File: config.mk
export PLATFORM = sky130hd
export DESIGN_NAME = wshb_arbiter_rr_flat
export DESIGN_NICKNAME = d
export VERILOG_FILES = /design/src/rtl/wshb_pkg.sv /design/src/rtl/wshb_arbiter_rr_if.sv /design/src/rtl/wshb_arbiter_rr_rr_arbiter.sv /design/src/rtl/wshb_arbiter_rr.sv /design/src/flat_wrapper.sv
export SDC_FILE = /design/constraint.sdc
export NUM_CORES = 1
export LEC_CHECK = 0
export CAP_MARGIN = 0
export CORE_AREA = 4 4 147 149
export DETAILED_ROUTE_END_ITERATION = 10
export DIE_AREA = 0 0 151 153
export GPL_ROUTABILITY_DRIVEN = 0
export GPL_TIMING_DRIVEN = 0
export PLACE_DENSITY = 0.47
export SYNTH_ARGS = -nofsm -noshare
export SYNTH_HDL_FRONTEND = slang
export SYNTH_SLANG_ARGS = --single-unit
export TNS_END_PERCENT = 100
File: constraint.sdc
create_clock -name clk -period 8.35 [get_ports clk]
set_input_delay 0.835 -clock clk [delete_from_list [all_inputs] [get_ports clk]]
set_output_delay 0.835 -clock clk [all_outputs]
set_load 0.03 [all_outputs]
File: src/rtl/wshb_pkg.sv
// Shared Wishbone constants and grant helpers.
// Pick functions work on an 8-wide vector so any NM up to 8 can share them.
package wshb_pkg;

   localparam logic [2:0] CTI_CLASSIC = 3'b000;
   localparam logic [2:0] CTI_CONST   = 3'b001;
   localparam logic [2:0] CTI_INCR    = 3'b010;
   localparam logic [2:0] CTI_EOB     = 3'b111;

   localparam logic [1:0] BTE_LINEAR = 2'b00;
   localparam logic [1:0] BTE_WRAP4  = 2'b01;
   localparam logic [1:0] BTE_WRAP8  = 2'b10;
   localparam logic [1:0] BTE_WRAP16 = 2'b11;

   localparam int MAXM = 8;
   localparam int MAXW = 3;

   function automatic logic [MAXM-1:0] rr_pick(
      input logic [MAXM-1:0] req,
      input logic [MAXW-1:0] last,
      input int              nm
   );
      logic [MAXM-1:0] win;
      logic [MAXW-1:0] idx;
      logic            found;
      win   = '0;
      found = 1'b0;
      for (int k = 1; k <= MAXM; k++) begin
         idx = MAXW'((int'(last) + k) % nm);
         if (k <= nm && !found && req[idx]) begin
            win[idx] = 1'b1;
            found    = 1'b1;
         end
      end
      return win;
   endfunction

   function automatic logic [MAXM-1:0] prio_pick(
      input logic [MAXM-1:0] req
   );
      return req & (~req + MAXM'(1));
   endfunction

endpackage

File: src/rtl/wshb_arbiter_rr_if.sv
// Bundle of all master-side and slave-side Wishbone signals around the arbiter.
// The arbiter uses the slave modport; the environment uses the master modport.
interface wshb_arbiter_rr_if #(
   parameter int NM = 3,
   parameter int AW = 32,
   parameter int DW = 32
);
   localparam int SW = DW / 8;
   localparam int IW = $clog2(NM);

   logic [NM-1:0] m_cyc;
   logic [NM-1:0] m_stb;
   logic [NM-1:0] m_we;
   logic [AW-1:0] m_adr    [NM];
   logic [DW-1:0] m_dat_ms [NM];
   logic [SW-1:0] m_sel    [NM];
   logic [2:0]    m_cti    [NM];
   logic [1:0]    m_bte    [NM];
   logic [NM-1:0] m_ack;
   logic [NM-1:0] m_err;
   logic [NM-1:0] m_rty;
   logic [DW-1:0] m_dat_sm;

   logic          s_cyc;
   logic          s_stb;
   logic          s_we;
   logic [AW-1:0] s_adr;
   logic [DW-1:0] s_dat_ms;
   logic [SW-1:0] s_sel;
   logic [2:0]    s_cti;
   logic [1:0]    s_bte;
   logic          s_ack;
   logic          s_err;
   logic          s_rty;
   logic [DW-1:0] s_dat_sm;

   logic [NM-1:0] gnt;
   logic [IW-1:0] gnt_idx;

   modport slave (
      input  m_cyc, m_stb, m_we, m_adr, m_dat_ms,
      input  m_sel, m_cti, m_bte,
      output m_ack, m_err, m_rty, m_dat_sm,
      output s_cyc, s_stb, s_we, s_adr, s_dat_ms,
      output s_sel, s_cti, s_bte,
      input  s_ack, s_err, s_rty, s_dat_sm,
      output gnt, gnt_idx
   );

   modport master (
      output m_cyc, m_stb, m_we, m_adr, m_dat_ms,
      output m_sel, m_cti, m_bte,
      input  m_ack, m_err, m_rty, m_dat_sm,
      input  s_cyc, s_stb, s_we, s_adr, s_dat_ms,
      input  s_sel, s_cti, s_bte,
      output s_ack, s_err, s_rty, s_dat_sm,
      input  gnt, gnt_idx
   );

endinterface

File: src/rtl/wshb_arbiter_rr_rr_arbiter.sv
// Combinational one-hot picker: round-robin after `last`, or lowest index.
// Output is all zero unless en is high.
module rr_arbiter #(
   parameter int NM   = 3,
   parameter int MODE = 0
) (
   input  logic [NM-1:0]         req,
   input  logic [$clog2(NM)-1:0] last,
   input  logic                  en,
   output logic [NM-1:0]         win
);
   import wshb_pkg::*;

   localparam int IW = $clog2(NM);

   logic [MAXM-1:0] req_w;
   logic [MAXM-1:0] pick;
   logic [MAXW-1:0] last_w;

   always_comb begin
      req_w          = '0;
      req_w[NM-1:0]  = req;
      last_w         = '0;
      last_w[IW-1:0] = last;
      pick = (MODE == 1) ? prio_pick(req_w)
                         : rr_pick(req_w, last_w, NM);
      win  = en ? pick[NM-1:0] : '0;
   end

   // pad lanes above NM are always zero by construction
   if (NM < MAXM) begin : g_pad
      logic unused_pad;
      assign unused_pad = ^pick[MAXM-1:NM];
   end

endmodule

File: src/rtl/wshb_arbiter_rr.sv
// N-master Wishbone arbiter: registered one-hot grant held for the whole cyc,
// zero-dead-cycle handover, responses steered only to the owner.
module wshb_arbiter_rr #(
   parameter int NM   = 3,
   parameter int AW   = 32,
   parameter int DW   = 32,
   parameter int MODE = 0
) (
   input  logic              clk,
   input  logic              rst,
   wshb_arbiter_rr_if.slave  bus
);
   import wshb_pkg::*;

   localparam int IW = $clog2(NM);

   typedef enum logic {IDLE, BUSY} state_t;

   state_t        state, state_n;
   logic [NM-1:0] gnt, gnt_n;
   logic [NM-1:0] req, win;
   logic [IW-1:0] last, last_n;
   logic [IW-1:0] idx, idx_n;
   logic [IW-1:0] win_idx;
   logic          own_cyc;
   logic          en;
   logic          busy;

   rr_arbiter #(
      .NM   (NM),
      .MODE (MODE)
   ) u_arb (
      .req  (req),
      .last (last),
      .en   (en),
      .win  (win)
   );

   always_ff @(posedge clk) begin
      if (rst) begin
         state <= IDLE;
         gnt   <= '0;
         last  <= IW'(NM - 1);
         idx   <= '0;
      end else begin
         state <= state_n;
         gnt   <= gnt_n;
         last  <= last_n;
         idx   <= idx_n;
      end
   end

   always_comb begin
      win_idx = '0;
      for (int i = 0; i < NM; i++)
         if (win[i]) win_idx = IW'(i);
   end

   // owner is masked out so a same-edge re-raise loses to other requesters
   always_comb begin
      own_cyc = bus.m_cyc[idx];
      req     = bus.m_cyc & ~gnt;
      en      = (state == IDLE) || !own_cyc;
      state_n = state;
      gnt_n   = gnt;
      last_n  = last;
      idx_n   = idx;
      unique case (state)
         IDLE: begin
            if (|win) begin
               state_n = BUSY;
               gnt_n   = win;
               idx_n   = win_idx;
               last_n  = win_idx;
            end
         end
         BUSY: begin
            if (!own_cyc) begin
               if (|win) begin
                  gnt_n  = win;
                  idx_n  = win_idx;
                  last_n = win_idx;
               end else begin
                  state_n = IDLE;
                  gnt_n   = '0;
               end
            end
         end
         default: state_n = IDLE;
      endcase
   end

   always_comb begin
      busy         = (state == BUSY);
      bus.s_cyc    = busy & bus.m_cyc[idx];
      bus.s_stb    = busy & bus.m_stb[idx];
      bus.s_we     = busy & bus.m_we[idx];
      bus.s_adr    = bus.m_adr[idx];
      bus.s_dat_ms = bus.m_dat_ms[idx];
      bus.s_sel    = bus.m_sel[idx];
      bus.s_cti    = bus.m_cti[idx];
      bus.s_bte    = bus.m_bte[idx];
      bus.m_ack    = gnt & {NM{busy & bus.s_ack}};
      bus.m_err    = gnt & {NM{busy & bus.s_err}};
      bus.m_rty    = gnt & {NM{busy & bus.s_rty}};
      bus.m_dat_sm = bus.s_dat_sm;
      bus.gnt      = gnt;
      bus.gnt_idx  = idx;
   end

endmodule

File: src/flat_wrapper.sv
// flat-port wrapper written by rule: the top's interface ports become plain ports
module wshb_arbiter_rr_flat import wshb_pkg::*;
#(
   parameter int NM   = 3,
   parameter int AW   = 32,
   parameter int DW   = 32,
   parameter int MODE = 0
)
  (clk, rst, bus_m_cyc, bus_m_stb, bus_m_we, bus_m_adr, bus_m_dat_ms, bus_m_sel, bus_m_cti, bus_m_bte, bus_m_ack, bus_m_err, bus_m_rty, bus_m_dat_sm, bus_s_cyc, bus_s_stb, bus_s_we, bus_s_adr, bus_s_dat_ms, bus_s_sel, bus_s_cti, bus_s_bte, bus_s_ack, bus_s_err, bus_s_rty, bus_s_dat_sm, bus_gnt, bus_gnt_idx);
  wshb_arbiter_rr_if #(.NM(NM), .AW(AW), .DW(DW)) bus_i ();
  input  logic clk;
  input  logic rst;
  input wire logic [$bits(bus_i.m_cyc)-1:0] bus_m_cyc;
  input wire logic [$bits(bus_i.m_stb)-1:0] bus_m_stb;
  input wire logic [$bits(bus_i.m_we)-1:0] bus_m_we;
  input wire logic [$bits(bus_i.m_adr)-1:0] bus_m_adr;
  input wire logic [$bits(bus_i.m_dat_ms)-1:0] bus_m_dat_ms;
  input wire logic [$bits(bus_i.m_sel)-1:0] bus_m_sel;
  input wire logic [$bits(bus_i.m_cti)-1:0] bus_m_cti;
  input wire logic [$bits(bus_i.m_bte)-1:0] bus_m_bte;
  output wire logic [$bits(bus_i.m_ack)-1:0] bus_m_ack;
  output wire logic [$bits(bus_i.m_err)-1:0] bus_m_err;
  output wire logic [$bits(bus_i.m_rty)-1:0] bus_m_rty;
  output wire logic [$bits(bus_i.m_dat_sm)-1:0] bus_m_dat_sm;
  output wire logic [$bits(bus_i.s_cyc)-1:0] bus_s_cyc;
  output wire logic [$bits(bus_i.s_stb)-1:0] bus_s_stb;
  output wire logic [$bits(bus_i.s_we)-1:0] bus_s_we;
  output wire logic [$bits(bus_i.s_adr)-1:0] bus_s_adr;
  output wire logic [$bits(bus_i.s_dat_ms)-1:0] bus_s_dat_ms;
  output wire logic [$bits(bus_i.s_sel)-1:0] bus_s_sel;
  output wire logic [$bits(bus_i.s_cti)-1:0] bus_s_cti;
  output wire logic [$bits(bus_i.s_bte)-1:0] bus_s_bte;
  input wire logic [$bits(bus_i.s_ack)-1:0] bus_s_ack;
  input wire logic [$bits(bus_i.s_err)-1:0] bus_s_err;
  input wire logic [$bits(bus_i.s_rty)-1:0] bus_s_rty;
  input wire logic [$bits(bus_i.s_dat_sm)-1:0] bus_s_dat_sm;
  output wire logic [$bits(bus_i.gnt)-1:0] bus_gnt;
  output wire logic [$bits(bus_i.gnt_idx)-1:0] bus_gnt_idx;
  assign bus_i.m_cyc = bus_m_cyc;
  assign bus_i.m_stb = bus_m_stb;
  assign bus_i.m_we = bus_m_we;
  assign bus_i.m_adr = {>>{bus_m_adr}};
  assign bus_i.m_dat_ms = {>>{bus_m_dat_ms}};
  assign bus_i.m_sel = {>>{bus_m_sel}};
  assign bus_i.m_cti = {>>{bus_m_cti}};
  assign bus_i.m_bte = {>>{bus_m_bte}};
  assign bus_m_ack = bus_i.m_ack;
  assign bus_m_err = bus_i.m_err;
  assign bus_m_rty = bus_i.m_rty;
  assign bus_m_dat_sm = bus_i.m_dat_sm;
  assign bus_s_cyc = bus_i.s_cyc;
  assign bus_s_stb = bus_i.s_stb;
  assign bus_s_we = bus_i.s_we;
  assign bus_s_adr = bus_i.s_adr;
  assign bus_s_dat_ms = bus_i.s_dat_ms;
  assign bus_s_sel = bus_i.s_sel;
  assign bus_s_cti = bus_i.s_cti;
  assign bus_s_bte = bus_i.s_bte;
  assign bus_i.s_ack = bus_s_ack;
  assign bus_i.s_err = bus_s_err;
  assign bus_i.s_rty = bus_s_rty;
  assign bus_i.s_dat_sm = bus_s_dat_sm;
  assign bus_gnt = bus_i.gnt;
  assign bus_gnt_idx = bus_i.gnt_idx;
  wshb_arbiter_rr #(.NM(NM), .AW(AW), .DW(DW), .MODE(MODE)) u_core (.clk(clk), .rst(rst), .bus(bus_i));
endmodule
==> results of run 1 <==
[routing by layer]
layer	vias to the layer above	global-route usage
met4	4	0.009067
met3	9	0.04560
met2	197	0.2616
li1	2025	-
met5	-	0
met1	1713	0.1536
[per-stage QoR]
stage	power [mW]	util
after floorplan	1.080	-
after global placement	1.827	0.3194
after detailed placement	1.822	0.3194
after CTS	1.910	0.3233
after global routing	1.997	0.3233
final	1.879	0.3233
[worst min-delay path by stage]
stage	slack [ns]	to	cells after the start
floorplan	0.54	u_core.last[1]	1
global placement	0.59	u_core.bus.gnt[0]	2
detailed placement	0.60	u_core.bus.gnt[0]	2
CTS	0.60	u_core.bus.gnt[0]	2
global route	0.64	u_core.last[1]	1
finish	0.59	u_core.bus.gnt[0]	2
[final cells by class]
cell class | instances | area share
buffer | 62 | 0.05661
multi-input combinational | 305 | 0.3126
inverter | 6 | 0.003454
sequential | 7 | 0.02149
clock buffer | 4 | 0.01209
timing repair buffer | 353 | 0.5419
tap | 270 | 0.05181
[logic make-up (layout without fill, tap and decap cells)]
| logic type | Yosys count | after routing |
|---|---|---|
| and+or+nand+nor | 119 | 119 |
| adders and majority gates | 8 | 8 |
| buffers and inverters | 68 | 425 |
| muxes | 78 | 78 |
| AOI/OAI and AO/OA | 100 | 100 |
| DFF | 7 | 7 |
[worst reg2reg max path, cell delays in order (launching register included)]
cell	delay (ns)
dfxtp_1	0.54
clkbuf_1	0.50
inv_1	0.24
ha_1	0.36
buf_6	0.14
or3b_4	0.41
a21oi_2	0.16
o211ai_2	0.14
o41ai_4	0.36
or4b_1	0.47
o31ai_1	0.07
[sequential cells by signal, summed over array words and instances, names as in the netlist]
signal,flops
u_core.last,2
u_core.busy,1
u_core.bus.gnt_idx,1
u_core.bus.gnt,3
[cell usage after synthesis, types with 2 or more instances]
cell type   n  area share
o21a_1      2      0.0058
a21o_1      2      0.0058
a31oi_1     3      0.0073
ha_1        8       0.039
a211oi_1    2      0.0058
nand3_1     2      0.0039
buf_4      33       0.096
buf_2       4      0.0078
clkbuf_1   19       0.028
o21ai_0    74        0.14
inv_1       6      0.0088
dfxtp_1     7       0.055
and2_1      2      0.0049
nand3b_1    2      0.0058
buf_1       5      0.0073
a21oi_1     5      0.0097
and3_1     10       0.024
mux2i_1    77        0.30
nand2_1    80        0.12
nor2_1      9       0.013
nor3_1      2      0.0039
[report_power, final]
group          internal [mW]  switching (mW)  total (mW)
combinational          0.723           0.996        1.72
sequential            0.0491          0.0273      0.0765
clock                 0.0638          0.0206      0.0844
==> metrics, run 1 <==
root buffer cell=clkbuf_16; Tmin final=3.959 ns; syn nets=about 650; top_reg_cell synth=dfxtp_1; GRT overflow=0; Crit path depth=6; FMAX=about 250 MHz; site row count=52; CP max stage delay=0.73 ns; cell area after synthesis=0.002570 sq mm; Num Clock Sinks=7; Initial Utilization=0.1274; number of synthesized register bits=7; Synth Warn #=0; CP required=roughly 7.5 ns; slowest CP cell=clkdlybuf4s50_1; arrival time worst endpoint=around 3.1 ns; CTS Buf Count=3; first-pass GRT wire length=24.56 mm; Mapped Avg Cell Area=a little under 7 sq um; Slew HR=0.4301; setup_tns=0 ns; filler instances=2150; clock slew at reported path FFs=0.04 ns; area of the die=0.02310 sq mm; Hold Crit Class=register to register; metal3 WL=1.727 mm; status=finished clean; Setup violations, final=0; post-route ant nets=0; HP Start=u_core.bus.gnt[0]; worst path cell trace=nor2b_1, clkbuf_1, clkbuf_1, nand2_1, o21ai_0, clkdlybuf4s50_1; ANT cells=0; Critical path origin=u_core.last[0]; DP Area=0.006441 sq mm; io pins=387; Layout Cells excl Fill=between 1k and 1.5k; dpl hpwl=approximately 15 mm; die width=roughly 150 microns; post-CTS setup buffer count=0; Synth Area in Adders=0.03895; IO Port Bufs=353; CP top delay family=buffers and inverters; number of library cell types mapped by synthesis=47; Max VDD drop=0.09203 mV; RSZ-0062 raised after global routing=no; Post-Synthesis Cells=380; CP Max Fanout=10; worst skew pair latency=0.24 ns; Top Metal Used=met5; clk_skew=slightly above 0.002 ns; Layout area overhead=153.7%; post-CTS sizing=0; initial drt markers=150; Lkg Pwr=roughly 2.3 nW; Hold Vio Cnt, Final=0; leading cell type in the layout, fill and taps excluded=clkdlybuf4s50_1; per-cell routed wire length=17.36 microns; fraction of layout cells with a size suffix above 1=0.07056; RR Startpoint=u_core.last[0]; Final Worst Setup Slack=4.391 ns; Post-Layout Inst Area=around 0.0065 sq mm; r2r setup slk=4.88 ns; Post-synth EDFFs=0; Cells after DPL=1003; Synth Area in Simple Gates=0.2152; core area=0.02017 sq mm; fraction of registers with async set/reset=0; Vias/cell=3.921; clock tree from TritonCTS=done; residual DRC count=0; number of max-cap violations=0; Final Slew Violations=0; xor/xnor share of the synthesized area=0; register area share after synthesis=0.05453; Critical Path Start Type=register; CP Buf/Inv Count=3; Vias=roughly 4k; Worst Tran Pin Value=0.8548 ns; largest family of logic cells by synthesized area=multiplexers; DRT met1 WL=6.418 mm; clock tree buffer depth=2; vias in the first global route=approximately 4k; Compound-Gate Fraction of Synth Area=0.2332; Worst Reg2Reg Path Length in Cells=10; Hold Slack=0.5895 ns; Place WS=4.468 ns; most frequent cells in the layout=clkdlybuf4s50_1, nand2_1, mux2i_1; CTS HTree Levels=1; post-synthesis mux area share=0.3057; P per Cell Area=288.2 mW/mm^2; Reg area=140.1 sq um; WL met2=9.246 mm; final net count=approximately 1.0k; multi-input logic area=a little over 0.002 sq mm; DR pass1 iterations=4; CTS Hold Bufs=0; initial antenna violation count=2; Worst path most repeated cell=clkbuf_1; worst setup path class=register to output pin; final WL=17.49 mm; period utilization=0.4741; largest net degree at the start of global routing=11; GRT Total Usage=0.1376; Chip Height=153 microns; Crit. End Element=output pin; Setup crit end=bus_s_dat_ms[5]; Worst R2R End=u_core.last[0]
Power figures use the tool's default switching activity.
==> inputs of run 2 (changes only) <==
--- a/config.mk
+++ b/config.mk
@@ -11,7 +11,7 @@
 export DIE_AREA = 0 0 151 153
 export GPL_ROUTABILITY_DRIVEN = 0
 export GPL_TIMING_DRIVEN = 0
-export PLACE_DENSITY = 0.47
+export PLACE_DENSITY = 0.48
 export SYNTH_ARGS = -nofsm -noshare
 export SYNTH_HDL_FRONTEND = slang
 export SYNTH_SLANG_ARGS = --single-unit
==> constraint.sdc (replaced) <==
create_clock -name clk -period 3.5 [get_ports clk]
set_input_delay 0.35 -clock clk [delete_from_list [all_inputs] [get_ports clk]]
set_output_delay 0.35 -clock clk [all_outputs]
set_load 0.03 [all_outputs]
==> run 2 against run 1 <==
  * Worst hold slack worse by 0.13 ns
  * Clock power is 130% higher
  * Non-clock buffer count unchanged
  * Final area grew 0.25%
  * First-iteration DRC count decreased by 20%
  * Sequential share of layout area hardly changed
  * Clock-buffer cell count unchanged
  * Combinational power increased by 140%
  * Power grew 140%
  * Worst setup slack got worse by 4.1 ns
  * Critical path depth increased by 4
  * Critical endpoint is now u_core.last[0]
==> metrics, run 2 (synthesis results as in run 1) <==
Finished Core Util=0.3241 (+0.0008060); Final Slew Violations=0 (unchanged); Hold Vio Cnt, Final=0 (unchanged); Critical Path Start Type=register; total power=4.487 mW (+140%); ANT cells=0 (unchanged); arrival time worst endpoint=3.36 ns (+0.24 ns); Hold Crit Class=input port to register; initial drt markers=120 (-20%); clock tree from TritonCTS=done; CTS Buf Count=3 (unchanged); CTS HTree Levels=1 (unchanged); DR pass1 iterations=4 (unchanged); per-cell routed wire length=17.18 microns (-1.0%); Num Clock Sinks=7 (unchanged); Vias/cell=3.937 (+0.43%); io pins=387 (unchanged); largest net degree at the start of global routing=11 (unchanged); Hold Slack=0.4620 ns (-0.1275 ns); post-route ant nets=0 (unchanged); dpl hpwl=15.10 mm (-2.3%); Setup violations, final=0 (unchanged); CP Max Fanout=10 (unchanged); clock tree buffer depth=2 (unchanged); clk_skew=0.001477 ns (-0.0005470 ns); Tmin final=~3.2 ns; P per Cell Area=686.5 mW/mm^2 (+140%); site row count=52 (unchanged); period utilization=0.9191; Crit. End Element=register; Lkg Pwr=2.327 nW (+0.57%); number of max-cap violations=0 (unchanged); final net count=1011 (unchanged); CTS Hold Bufs=0 (unchanged); fraction of layout cells with a size suffix above 1=0.07598 (+0.005427); Layout area overhead=154.3%; residual DRC count=0 (unchanged); Chip Height=153 microns (unchanged); Largest regs=u_core.bus.gnt: 3 flops, u_core.last: 2 flops; filler instances=2163 (+0.60%); area of the die=0.02310 sq mm (unchanged); status=finished clean; leading cell type in the layout, fill and taps excluded=clkdlybuf4s50_1; GRT overflow=0 (unchanged); root buffer cell=clkbuf_16; CP required=3.65 ns (-3.87 ns); IO Port Bufs=353 (unchanged); initial antenna violation count=3 (+1); Max VDD drop=0.1611 mV (+75%); Slew HR=0.4300 (about the same); vias in the first global route=4058 (+1.8%); Largest Register=u_core.bus.gnt; Worst Tran Pin Value=0.8550 ns (+0.0001650 ns); Initial Utilization=0.1274 (unchanged); clock slew at reported path FFs=0.04 ns (about the same); Largest register FFs=3 (unchanged); die width=151 microns (unchanged); worst setup path class=register to register; worst skew pair latency=0.23 ns (about the same); most frequent cells in the layout=clkdlybuf4s50_1, nand2_1, mux2i_1; first-pass GRT wire length=24.60 mm (+0.17%); core area=0.02017 sq mm (unchanged); GRT Total Usage=0.1375 (-0.0001824); FMAX=slightly above 300 MHz; RSZ-0062 raised after global routing=no; Vias=3965 (+0.43%); final WL=17.30 mm (-1.0%)
run 2: changes by cell type in the layout (fill, tap and decap cells not counted):
| cell | delta |
|---|---|
| buf_1 | -1 |
| buf_2 | -1 |
| buf_4 | +1 |
| clkbuf_1 | -3 |
| clkbuf_2 | +2 |
| clkbuf_4 | +1 |
| clkdlybuf4s15_2 | +1 |
run 2: path summary, 6_finish.rpt:
kind                                         from                    end  slack, ns  cells after the start
worst max register to register     u_core.last[0]         u_core.last[0]       0.28                     10
worst min register to register  u_core.bus.gnt[0]      u_core.bus.gnt[0]       0.59                      2
worst min-delay path                          rst  u_core.bus.gnt_idx[1]       0.46                      2
worst max-delay path               u_core.last[0]         u_core.last[0]       0.28                     10
run 2: what timing repair did:
action	CTS	global route
buffers inserted	0	0
hold endpoints to repair	0	0
setup endpoints to repair	25	9
gates resized for setup	5	4
run 2: where the power goes:
part | total, mW | leakage [nW] | internal [mW] | switching, mW
registers | 0.182 | 0.0576 | 0.117 | 0.0651
clock network | 0.195 | 0.0382 | 0.152 | 0.0434
logic | 4.11 | 2.23 | 1.73 | 2.38
total | 4.49 | 2.33 | 2.00 | 2.48
run 2: stage by stage:
stage                     setup TNS, ns  cell area [sq um]  setup slack (ns)  cells
after detailed placement        -0.2910               6441           -0.1614   1003
after global routing                  0               6536           0.04376   1007
after CTS                             0               6533           0.07623   1007
after floorplan                       0               2570            0.6728    380
final                                 0               6536            0.2832   1007
after global placement          -0.2891               6441           -0.1789   1003
run 2: final cells by class:
type / instances / area, sq um / area share
Timing Repair Buffer: 353 / 3533 / 0.5406
Buffer: 62 / 385.4 / 0.05896
Sequential cell: 7 / 140.1 / 0.02144
Inverter: 6 / 22.52 / 0.003446
Clock buffer: 4 / 78.83 / 0.01206
Tap cell: 270 / 337.8 / 0.05168
Multi-Input combinational cell: 305 / 2038 / 0.3118
run 2: worst max-delay path: stages, from the launching register on:
cell,delay (ns)
dfxtp_1,0.55
clkbuf_4,0.35
inv_1,0.14
ha_1,0.32
buf_6,0.14
or3b_1,0.35
a31oi_1,0.37
a32oi_1,0.23
o41ai_4,0.12
or4b_1,0.47
o31ai_1,0.07
run 2: routing by layer:
layer | wire (microns) | track usage | vias up | share of wire
met5 | 41 | 0 | - | 0.0024
li1 | - | - | 2027 | -
met1 | 6692 | 0.1607 | 1720 | 0.39
met4 | 97 | 0.01166 | 6 | 0.0056
met3 | 1794 | 0.04856 | 10 | 0.10
met2 | 8679 | 0.2490 | 202 | 0.50
==> inputs of run 3 (changes only) <==
--- a/config.mk
+++ b/config.mk
@@ -7,6 +7,7 @@
 export LEC_CHECK = 0
 export CAP_MARGIN = 0
 export CORE_AREA = 4 4 147 149
+export CTS_CLUSTER_DIAMETER = 80
 export DETAILED_ROUTE_END_ITERATION = 10
 export DIE_AREA = 0 0 151 153
 export GPL_ROUTABILITY_DRIVEN = 0
==> results of run 3 <==
Same layout as run 2: the final DEF is identical, and so are final timing and power.
